[src/rtl/mips_multicycle_control.sv]
// Main control FSM for the multi-cycle MIPS datapath: sequences fetch/decode/execute/memory/writeback,
// supervises memory-ready waits with a timeout, and parks in a sticky trap state on faults.
module mips_multicycle_control #(
  parameter int ENABLE_BNE  = 1,
  parameter int ENABLE_ADDI = 1,
  parameter int ENABLE_J    = 1,
  parameter int MEM_TIMEOUT = 16
) (
  input  logic       clk,
  input  logic       rst_n,
  input  logic [5:0] opcode,
  input  logic       mem_ready,
  output logic       pcwrite,
  output logic       pcwritecond,
  output logic       branch_ne,
  output logic       iord,
  output logic       memread,
  output logic       memwrite,
  output logic       irwrite,
  output logic       memtoreg,
  output logic       regdst,
  output logic       regwrite,
  output logic       alusrca,
  output logic [1:0] alusrcb,
  output logic [1:0] aluop,
  output logic [1:0] pcsource,
  output logic       instr_done,
  output logic       trap,
  output logic [1:0] trap_cause,
  output logic [3:0] state
);

  typedef enum logic [3:0] {
    S_FETCH  = 4'd0,
    S_DECODE = 4'd1,
    S_MEMADR = 4'd2,
    S_MEMRD  = 4'd3,
    S_MEMWB  = 4'd4,
    S_MEMWR  = 4'd5,
    S_EXEC   = 4'd6,
    S_RWB    = 4'd7,
    S_BRANCH = 4'd8,
    S_JUMP   = 4'd9,
    S_ADDIEX = 4'd10,
    S_ADDIWB = 4'd11,
    S_TRAP   = 4'd12
  } state_t;

  localparam bit             TMO_EN = (MEM_TIMEOUT > 0);
  localparam int             WW     = TMO_EN ? $clog2(MEM_TIMEOUT + 1) : 1;
  localparam logic [WW-1:0]  TMO    = WW'(MEM_TIMEOUT);

  localparam logic [1:0] CAUSE_ILLEGAL = 2'b01;
  localparam logic [1:0] CAUSE_TIMEOUT = 2'b10;

  state_t        state_q, state_d;
  logic [WW-1:0] wait_q, wait_d;
  logic [1:0]    cause_q, cause_d;
  logic          is_lw_q, is_lw_d;
  logic          is_bne_q, is_bne_d;
  logic          timeout_s;
  logic [WW-1:0] wait_inc_s;

  assign timeout_s  = TMO_EN && (wait_q == TMO) && !mem_ready;
  assign wait_inc_s = TMO_EN ? (wait_q + WW'(1)) : '0;

  assign state      = state_q;
  assign trap_cause = cause_q;

  // State, wait counter, trap cause and DECODE-latched opcode flags.
  always_ff @(posedge clk or negedge rst_n) begin
    if (!rst_n) begin
      state_q  <= S_FETCH;
      wait_q   <= '0;
      cause_q  <= 2'b00;
      is_lw_q  <= 1'b0;
      is_bne_q <= 1'b0;
    end else begin
      state_q  <= state_d;
      wait_q   <= wait_d;
      cause_q  <= cause_d;
      is_lw_q  <= is_lw_d;
      is_bne_q <= is_bne_d;
    end
  end

  // Next-state and Moore outputs; a timeout cycle suppresses every strobe of the waiting state.
  always_comb begin
    state_d     = state_q;
    wait_d      = '0;
    cause_d     = cause_q;
    is_lw_d     = is_lw_q;
    is_bne_d    = is_bne_q;
    pcwrite     = 1'b0;
    pcwritecond = 1'b0;
    branch_ne   = 1'b0;
    iord        = 1'b0;
    memread     = 1'b0;
    memwrite    = 1'b0;
    irwrite     = 1'b0;
    memtoreg    = 1'b0;
    regdst      = 1'b0;
    regwrite    = 1'b0;
    alusrca     = 1'b0;
    alusrcb     = 2'b00;
    aluop       = 2'b00;
    pcsource    = 2'b00;
    instr_done  = 1'b0;
    trap        = 1'b0;

    case (state_q)
      S_FETCH: begin
        alusrcb = 2'b01;
        if (timeout_s) begin
          state_d = S_TRAP;
          cause_d = CAUSE_TIMEOUT;
        end else begin
          memread = 1'b1;
          irwrite = mem_ready;
          pcwrite = mem_ready;
          if (mem_ready) begin
            state_d = S_DECODE;
          end else begin
            wait_d = wait_inc_s;
          end
        end
      end
      S_DECODE: begin
        alusrcb  = 2'b11;
        is_lw_d  = (opcode == 6'b100011);
        is_bne_d = (opcode == 6'b000101);
        case (opcode)
          6'b000000: state_d = S_EXEC;
          6'b100011,
          6'b101011: state_d = S_MEMADR;
          6'b000100: state_d = S_BRANCH;
          6'b000101: begin
            if (ENABLE_BNE != 0) begin
              state_d = S_BRANCH;
            end else begin
              state_d = S_TRAP;
              cause_d = CAUSE_ILLEGAL;
            end
          end
          6'b001000: begin
            if (ENABLE_ADDI != 0) begin
              state_d = S_ADDIEX;
            end else begin
              state_d = S_TRAP;
              cause_d = CAUSE_ILLEGAL;
            end
          end
          6'b000010: begin
            if (ENABLE_J != 0) begin
              state_d = S_JUMP;
            end else begin
              state_d = S_TRAP;
              cause_d = CAUSE_ILLEGAL;
            end
          end
          default: begin
            state_d = S_TRAP;
            cause_d = CAUSE_ILLEGAL;
          end
        endcase
      end
      S_MEMADR: begin
        alusrca = 1'b1;
        alusrcb = 2'b10;
        state_d = is_lw_q ? S_MEMRD : S_MEMWR;
      end
      S_MEMRD: begin
        iord = 1'b1;
        if (timeout_s) begin
          state_d = S_TRAP;
          cause_d = CAUSE_TIMEOUT;
        end else begin
          memread = 1'b1;
          if (mem_ready) begin
            state_d = S_MEMWB;
          end else begin
            wait_d = wait_inc_s;
          end
        end
      end
      S_MEMWR: begin
        iord = 1'b1;
        if (timeout_s) begin
          state_d = S_TRAP;
          cause_d = CAUSE_TIMEOUT;
        end else begin
          memwrite   = 1'b1;
          instr_done = mem_ready;
          if (mem_ready) begin
            state_d = S_FETCH;
          end else begin
            wait_d = wait_inc_s;
          end
        end
      end
      S_MEMWB: begin
        regwrite   = 1'b1;
        memtoreg   = 1'b1;
        instr_done = 1'b1;
        state_d    = S_FETCH;
      end
      S_EXEC: begin
        alusrca = 1'b1;
        aluop   = 2'b10;
        state_d = S_RWB;
      end
      S_RWB: begin
        regwrite   = 1'b1;
        regdst     = 1'b1;
        instr_done = 1'b1;
        state_d    = S_FETCH;
      end
      S_BRANCH: begin
        alusrca     = 1'b1;
        aluop       = 2'b01;
        pcwritecond = 1'b1;
        pcsource    = 2'b01;
        branch_ne   = is_bne_q;
        instr_done  = 1'b1;
        state_d     = S_FETCH;
      end
      S_JUMP: begin
        pcwrite    = 1'b1;
        pcsource   = 2'b10;
        instr_done = 1'b1;
        state_d    = S_FETCH;
      end
      S_ADDIEX: begin
        alusrca = 1'b1;
        alusrcb = 2'b10;
        state_d = S_ADDIWB;
      end
      S_ADDIWB: begin
        regwrite   = 1'b1;
        instr_done = 1'b1;
        state_d    = S_FETCH;
      end
      S_TRAP: begin
        trap    = 1'b1;
        state_d = S_TRAP;
      end
      default: begin
        state_d = S_TRAP;
        cause_d = CAUSE_ILLEGAL;
      end
    endcase
  end

endmodule
[config.mk]
export PLATFORM = sky130hd
export DESIGN_NAME = mips_multicycle_control
export DESIGN_NICKNAME = d
export VERILOG_FILES = /design/src/rtl/mips_multicycle_control.sv
export SDC_FILE = /design/constraint.sdc
export NUM_CORES = 1
export LEC_CHECK = 0
export ABC_AREA = 0
export BUFFER_PORTS_ARGS = -buffer_cell sky130_fd_sc_hd__buf_4
export CAP_MARGIN = 40
export CORE_AREA = 2 2 60 48
export CTS_CLUSTER_DIAMETER = 80
export DETAILED_ROUTE_END_ITERATION = 10
export DIE_AREA = 0 0 62 50
export PLACE_DENSITY = 0.7
export SYNTH_ARGS = -nofsm -noshare
export SYNTH_HDL_FRONTEND = slang
export SYNTH_SLANG_ARGS = --single-unit
export TNS_END_PERCENT = 5
[constraint.sdc]
create_clock -name clk -period 2 [get_ports clk]
set_input_delay 0.1 -clock clk [delete_from_list [all_inputs] [get_ports clk]]
set_output_delay 0.1 -clock clk [all_outputs]
set_load 0.01 [all_outputs]
==> summary.md, run 1 <==
| Metric | Value |
|---|---|
| Synthesized flop and latch total | 13 |
| Cts repair resizes | 0 |
| Leakage power | 0.717 nW |
| Synthesized area | 0.00112 mm² |
| Final period utilization | 1.02 |
| CTS tree | yes |
| Port Buffers | 33 |
| Top cell type's share of synthesized area | 0.291 |
| Depth of the CTS H-tree | 1 |
| Post-Synthesis Net Count | 155 |
| # DRC | 0 |
| Drt wl/cell | 14.0 µm |
| Final setup violation count | 2 |
| I/O pin count | 34 |
| Slew margin rel. | 0.593 |
| Post-DRT Antenna Nets | 0 |
| Peak VDD IR | 0.000534 V |
| Initial Utilization | 0.446 |
| Core footprint | 0.00250 mm² |
| Largest net degree at the start of global routing | 18 |
| CTS clock-pin slew for the worst setup and hold paths | 0.08 ns |
| Origin of the worst setup path | wait_q[0]$_DFF_PN0_ |
| Total track usage | 0.216 |
| Grt ovf | 0 |
| Vias in the first global route | 1,078 |
| Slew Viols, Final | 0 |
| 1st-pass router iterations | 4 |
| Die area | 0.00310 mm² |
| Crit Path Category | register to register |
| Failing checks | setup timing |
| Async set or reset register ratio after synthesis | 1.00 |
| Most common cell in the netlist | nor2_1 |
| Util after Layout | 0.611 |
| CTS root buffer | clkbuf_4 |
| Vias | 1,231 |
| Worst-skew pair later-pin latency | 0.28 ns |
| Post-CTS setup buffer count | 0 |
| Max Freq | 491 MHz |
| Vias per cell | 5.55 |
| Max Buffers Root-to-Sink | 2 |
| Layout area overhead | 36.9% |
| Setup crit start kind | register |
| Final min period | 2.04 ns |
| Max-Cap Viols | 0 |
| Setup WS post-layout | -0.0368 ns |
| Layout cell share with drive strength beyond 1 | 0.328 |
| Distinct cells, synth | 44 |
| Final hold slack | 0.113 ns |
| CP arrival | 2.20 ns |
| CTS Sinks | 13 |
| RePlAce Congestion | 0.891 |
| Final Hold Viols | 0 |
| GRT busiest layer | met1 |
| Routing usage on met2 | 0.316 |
| Worst Tran Pin Value | 0.603 ns |
| Worst Path Max Fanout | 4 |
| Final #Nets | 198 |
| Antenna Cells | 0 |
| Reg2reg start | wait_q[0]$_DFF_PN0_ |
| Synthesized netlist cell count | 144 |
| Fillers | 226 |
| Final wirelength | 3100 µm |
| Clock skew | 0.00145 ns |
| Avg Cell Area, Syn | 7.75 µm² |
| Outcome | finished, violations left |
| GR Layer Usage met1 | 0.319 |
| Placed wire-length estimate | 2450 µm |
| Die height | 50 µm |
| Post-synth EDFFs | 0 |
| PwrDens | 1220 mW/mm² |
| Data required, critical path | 2.17 ns |
| Yosys top cell by area | dfrtp_1 |
| Sequential fraction of the synthesis area | 0.291 |
| Most frequent cells after synthesis | nor2_1, dfrtp_1, nand2_1, o21ai_0, clkbuf_1 |
| First-pass GRT wire length | 4970 µm |
| Initial DRC Count | 116 |
| HP Class | input port to register |
| FP Rows | 16 |
| Met3 Use GR | 0.0446 |
| Synth top area cells | dfrtp_1, nor2_1, o21ai_0 |
| Post-synth top flop | dfrtp_1 |
| Crit end category | register |
| Unrepaired setup endpoints after global routing | yes |
| Synthesis Warnings | 0 |
| Initial antenna violation count | 0 |
| Die Width | 62 µm |
| Min-delay src | opcode[0] |
| Num CTS Buffers | 3 |
==> area by class of cell <==
| cell class | instances | area (µm²) | share of cell area |
|---|---|---|---|
| Multi-Input combinational cell | 113 | 717 | 0.469 |
| Timing Repair Buffer | 50 | 390 | 0.256 |
| Sequential cell | 13 | 325 | 0.213 |
| Tap cell | 36 | 45.0 | 0.0295 |
| Clock buffer | 3 | 22.5 | 0.0147 |
| Inverter | 6 | 22.5 | 0.0147 |
| Clock inverter | 1 | 5.00 | 0.00328 |
==> power breakdown <==
group          switching (mW)  total (mW)  internal [mW]
Clock                  0.0887       0.163         0.0742
Sequential             0.0412       0.369          0.328
Combinational           0.725        1.34          0.615
Total                   0.855        1.87           1.02
==> cell usage in the layout (no fill, tap or decap), types with 3 or more instances in the layout <==
cell / instances
buf_4: 48
nor2_1: 24
dfrtp_1: 13
nand2_1: 12
o21ai_0: 9
inv_1: 6
a21oi_1: 6
nor3_1: 5
nand2b_1: 4
and3_1: 4
nand3_1: 4
xor2_1: 3
a211oi_1: 3
o311ai_0: 3
nor4_1: 3
clkbuf_4: 3
==> what timing repair did <==
item	CTS	global route
endpoints found under the hold margin	13	0
hold buffers	1	0
setup endpoints to repair	2	3
==> kinds of logic after synthesis <==
family / count (synthesis) / synth area share
flip-flops: 13 / 0.291
XOR/XNOR: 4 / 0.0314
AND/OR/NAND/NOR: 71 / 0.340
multiplexers: 3 / 0.0314
buffers and inverters: 18 / 0.0662
AO/OA/AOI/OAI: 32 / 0.207
adder cells (fa/ha/maj): 3 / 0.0325
==> final timing paths <==
path | endpoint | depth (start not counted) | slack, ns
max | trap_cause[1]$_DFFE_PN0P_ | 7 | -0.04
max in group asynchronous | wait_q[0]$_DFF_PN0_ | 2 | 1.64
min in group asynchronous | is_lw_q$_DFFE_PN0P_ | 2 | 0.20
max reg2reg | trap_cause[1]$_DFFE_PN0P_ | 7 | -0.04
min reg2reg | is_bne_q$_DFFE_PN0P_ | 2 | 0.51
min | is_bne_q$_DFFE_PN0P_ | 3 | 0.11
==> per-layer routing <==
layer	vias up	routed length [µm]
li1	603	-
met1	580	1390
met2	46	1500
met3	2	186
met4	0	19
met5	-	0
==> critical path: stages, from the launching register on <==
cell	delay, ns
dfrtp_1	0.38
inv_1	0.06
ha_1	0.14
and4bb_4	0.27
nand2b_4	0.06
maj3_2	0.32
a2111oi_4	0.36
mux2_4	0.33
==> flip-flops by register name, indices dropped and copies added (netlist names) <==
name / count
trap_cause: 2
is_lw_q: 1
wait_q: 5
is_bne_q: 1
state: 4
==> metrics by stage <==
stage	setup TNS, ns	setup slack (ns)	power (mW)	cell area (µm²)	std cells
2_1_floorplan	-0.0216	-0.0216	1.16	1120	144
3_3_place_gp	0	0.00931	1.68	1490	217
3_5_place_dp	-0.0460	-0.0308	1.71	1490	217
4_1_cts	-0.0876	-0.0499	1.87	1530	222
5_1_grt	-0.422	-0.174	2.03	1530	222
6_report	-0.0540	-0.0368	1.87	1530	222
Power figures use the tool's default switching activity.
==> run 2, diff against run 1 <==
Settings changed: BUFFER_PORTS_ARGS -buffer_cell sky130_fd_sc_hd__buf_4 to not set, CORE_AREA 2 2 60 48 to 2 2 56 45, DIE_AREA 0 0 62 50 to 0 0 58 47, DONT_BUFFER_PORTS set to 1, PLACE_DENSITY 0.7 to 0.65.
==> summary.md, run 2 (synthesis gave the netlist of run 1 again) <==
| Metric | Value |
|---|---|
| Outcome | finished, violations left |
| Failing checks | setup timing |
| Layout area overhead | 18.6% |
| Initial antenna violation count | 0 |
| Core footprint | 0.00218 mm² |
| GR Layer Usage met1 | 0.330 |
| Final #Nets | 171 |
| Layout cell share with drive strength beyond 1 | 0.208 |
| Register area | 327 µm² |
| Final setup violation count | 1 |
| Clock skew | 0.00583 ns |
| Initial Utilization | 0.513 |
| Largest net degree at the start of global routing | 20 |
| R2R setup slack | -0.02 ns |
| Max Freq | 495 MHz |
| Reg2reg start | wait_q[0]$_DFF_PN0_ |
| Worst-skew pair later-pin latency | 0.28 ns |
| Unrepaired setup endpoints after global routing | yes |
| I/O pin count | 34 |
| Clock power share | 0.101 |
| Max Buffers Root-to-Sink | 2 |
| PwrDens | 1220 mW/mm² |
| Max FFs per register | 5 |
| Area of placed instances | 0.00125 mm² |
| Slew Viols, Final | 0 |
| Worst Path Max Fanout | 3 |
| Die area | 0.00273 mm² |
| Data required, critical path | 2.17 ns |
| Power share of the sequential group | 0.243 |
| Internal cell power | 825 µW |
| CTS root buffer | clkbuf_4 |
| Final min period | 2.02 ns |
| Crit Path Category | register to register |
| FP Rows | 15 |
| Cells after DPL | 176 |
| CTS Sinks | 13 |
| Routing usage on met2 | 0.336 |
| Final Hold Viols | 0 |
| Min-delay src | opcode[4] |
| Final period utilization | 1.01 |
| Antenna Cells | 0 |
| Port Buffers | 0 |
| Top reg by flops | wait_q |
| Sw Ratio | 0.491 |
| Multi-input logic area | 721 µm² |
| Met3 Use GR | 0.0634 |
| Num CTS Buffers | 3 |
| Worst Hold Endpoint | state[1]$_DFFE_PN0P_ |
| CTS tree | yes |
| Hold path depth | 3 |
| Logic pwr share | 0.657 |
| Die height | 47 µm |
| Grt ovf | 0 |
| Final wirelength | 2860 µm |
| Switch Pwr | 796 µW |
| HP Class | input port to register |
| Vias per cell | 6.07 |
| Depth of the CTS H-tree | 1 |
| Leakage power | 0.579 nW |
| Design Power | 1.62 mW |
| R2R Path End | trap_cause[1]$_DFFE_PN0P_ |
| Post-DRT Antenna Nets | 0 |
| RePlAce Congestion | 0.928 |
| # DRC | 0 |
| First-pass GRT wire length | 4530 µm |
| Slew margin rel. | 0.617 |
| Reg2reg path depth | 7 |
| Most common cell after layout, fill and taps aside | nor2_1 |
| Vias in the first global route | 934 |
| Max-Cap Viols | 0 |
| Peak VDD IR | 0.000673 V |
| Finished Layout Cells | 184 |
| Placed wire-length estimate | 2150 µm |
| Most frequent cells in the layout | nor2_1, buf_4, nand2_1, dfrtp_1, o21ai_0 |
| Setup WS post-layout | -0.0210 ns |
| Total track usage | 0.225 |
| Initial DRC Count | 50 |
| GRT busiest layer | met2 |
| 1st-pass router iterations | 4 |
| Fillers | 193 |
| CTS clock-pin slew for the worst setup and hold paths | 0.08 ns |
| Drt wl/cell | 15.5 µm |
| Final instance area | 0.00132 mm² |
| Crit end category | register |
| Die Width | 58 µm |
| Pre-CTS setup slack | -0.00769 ns |
| Setup crit start kind | register |
| Worst Tran Pin Value | 0.573 ns |
| Vias | 1,116 |
| CP arrival | 2.19 ns |
[run 2: cell types whose count changed in the layout (fill, tap and decap cells not counted), sizes merged]
| cell | previous run | this run |
|---|---|---|
| dlygate4sd3 | 1 | 4 |
| buf | 49 | 19 |
[run 2: per-layer routing]
layer	part of all wire	up-vias	wire length, µm
met5	0	-	0
li1	-	546	-
met2	0.44	44	1270
met3	0.079	2	226
met1	0.47	524	1360
met4	0.0028	0	8
[run 2: worst max path at each step]
stage | startpoint | end | slack, ns | cells after the start
floorplan | wait_q[0]$_DFF_PN0_ | trap_cause[1]$_DFFE_PN0P_ | -0.02 | 7
global placement | wait_q[0]$_DFF_PN0_ | trap_cause[1]$_DFFE_PN0P_ | 0.03 | 7
detailed placement | wait_q[0]$_DFF_PN0_ | trap_cause[1]$_DFFE_PN0P_ | -0.008 | 7
CTS | wait_q[0]$_DFF_PN0_ | trap_cause[1]$_DFFE_PN0P_ | -0.03 | 7
global route | wait_q[0]$_DFF_PN0_ | trap_cause[1]$_DFFE_PN0P_ | -0.11 | 7
finish | wait_q[0]$_DFF_PN0_ | trap_cause[1]$_DFFE_PN0P_ | -0.02 | 7
[run 2: repair_timing]
action | CTS | global route
pin swaps | 0 | 0
hold buffers | 4 | 0
setup endpoints to repair | 1 | 6
endpoints found under the hold margin | 15 | 0
setup buffers | 0 | 0
resized for setup | 0 | 3
[run 2: cell type report]
| cell class | count | area share |
|---|---|---|
| Multi-Input combinational cell | 113 | 0.544 |
| Sequential cell | 13 | 0.247 |
| Timing Repair Buffer | 23 | 0.147 |
| Tap cell | 25 | 0.0236 |
| Clock buffer | 3 | 0.0170 |
| Inverter | 6 | 0.0170 |
| Clock inverter | 1 | 0.00378 |
[run 2: critical path: stages (launching register included)]
cell and delay [ns]:
dfrtp_1 0.38, inv_1 0.06, ha_1 0.14, and4bb_4 0.27, nand2b_4 0.06, maj3_2 0.32
a2111oi_4 0.35, mux2_4 0.34
[run 2: through the flow]
stage | TNS [ns] | util | hold WS [ns]
3_3_place_gp | 0 | 0.575 | -0.195
3_5_place_dp | -0.00769 | 0.575 | -0.195
6_report | -0.0210 | 0.608 | 0.0242
4_1_cts | -0.0267 | 0.606 | 0.0144
5_1_grt | -0.247 | 0.608 | 0.0377
2_1_floorplan | -0.0216 | - | -0.196
[run 2: power groups by stage]
stage / clock network, mW / registers, mW / logic (mW)
3_5_place_dp: 0 / 0.398 / 1.03
3_3_place_gp: 0 / 0.394 / 1.02
4_1_cts: 0.170 / 0.393 / 1.04
2_1_floorplan: 0 / 0.394 / 0.768
5_1_grt: 0.181 / 0.404 / 1.17
6_report: 0.163 / 0.393 / 1.06
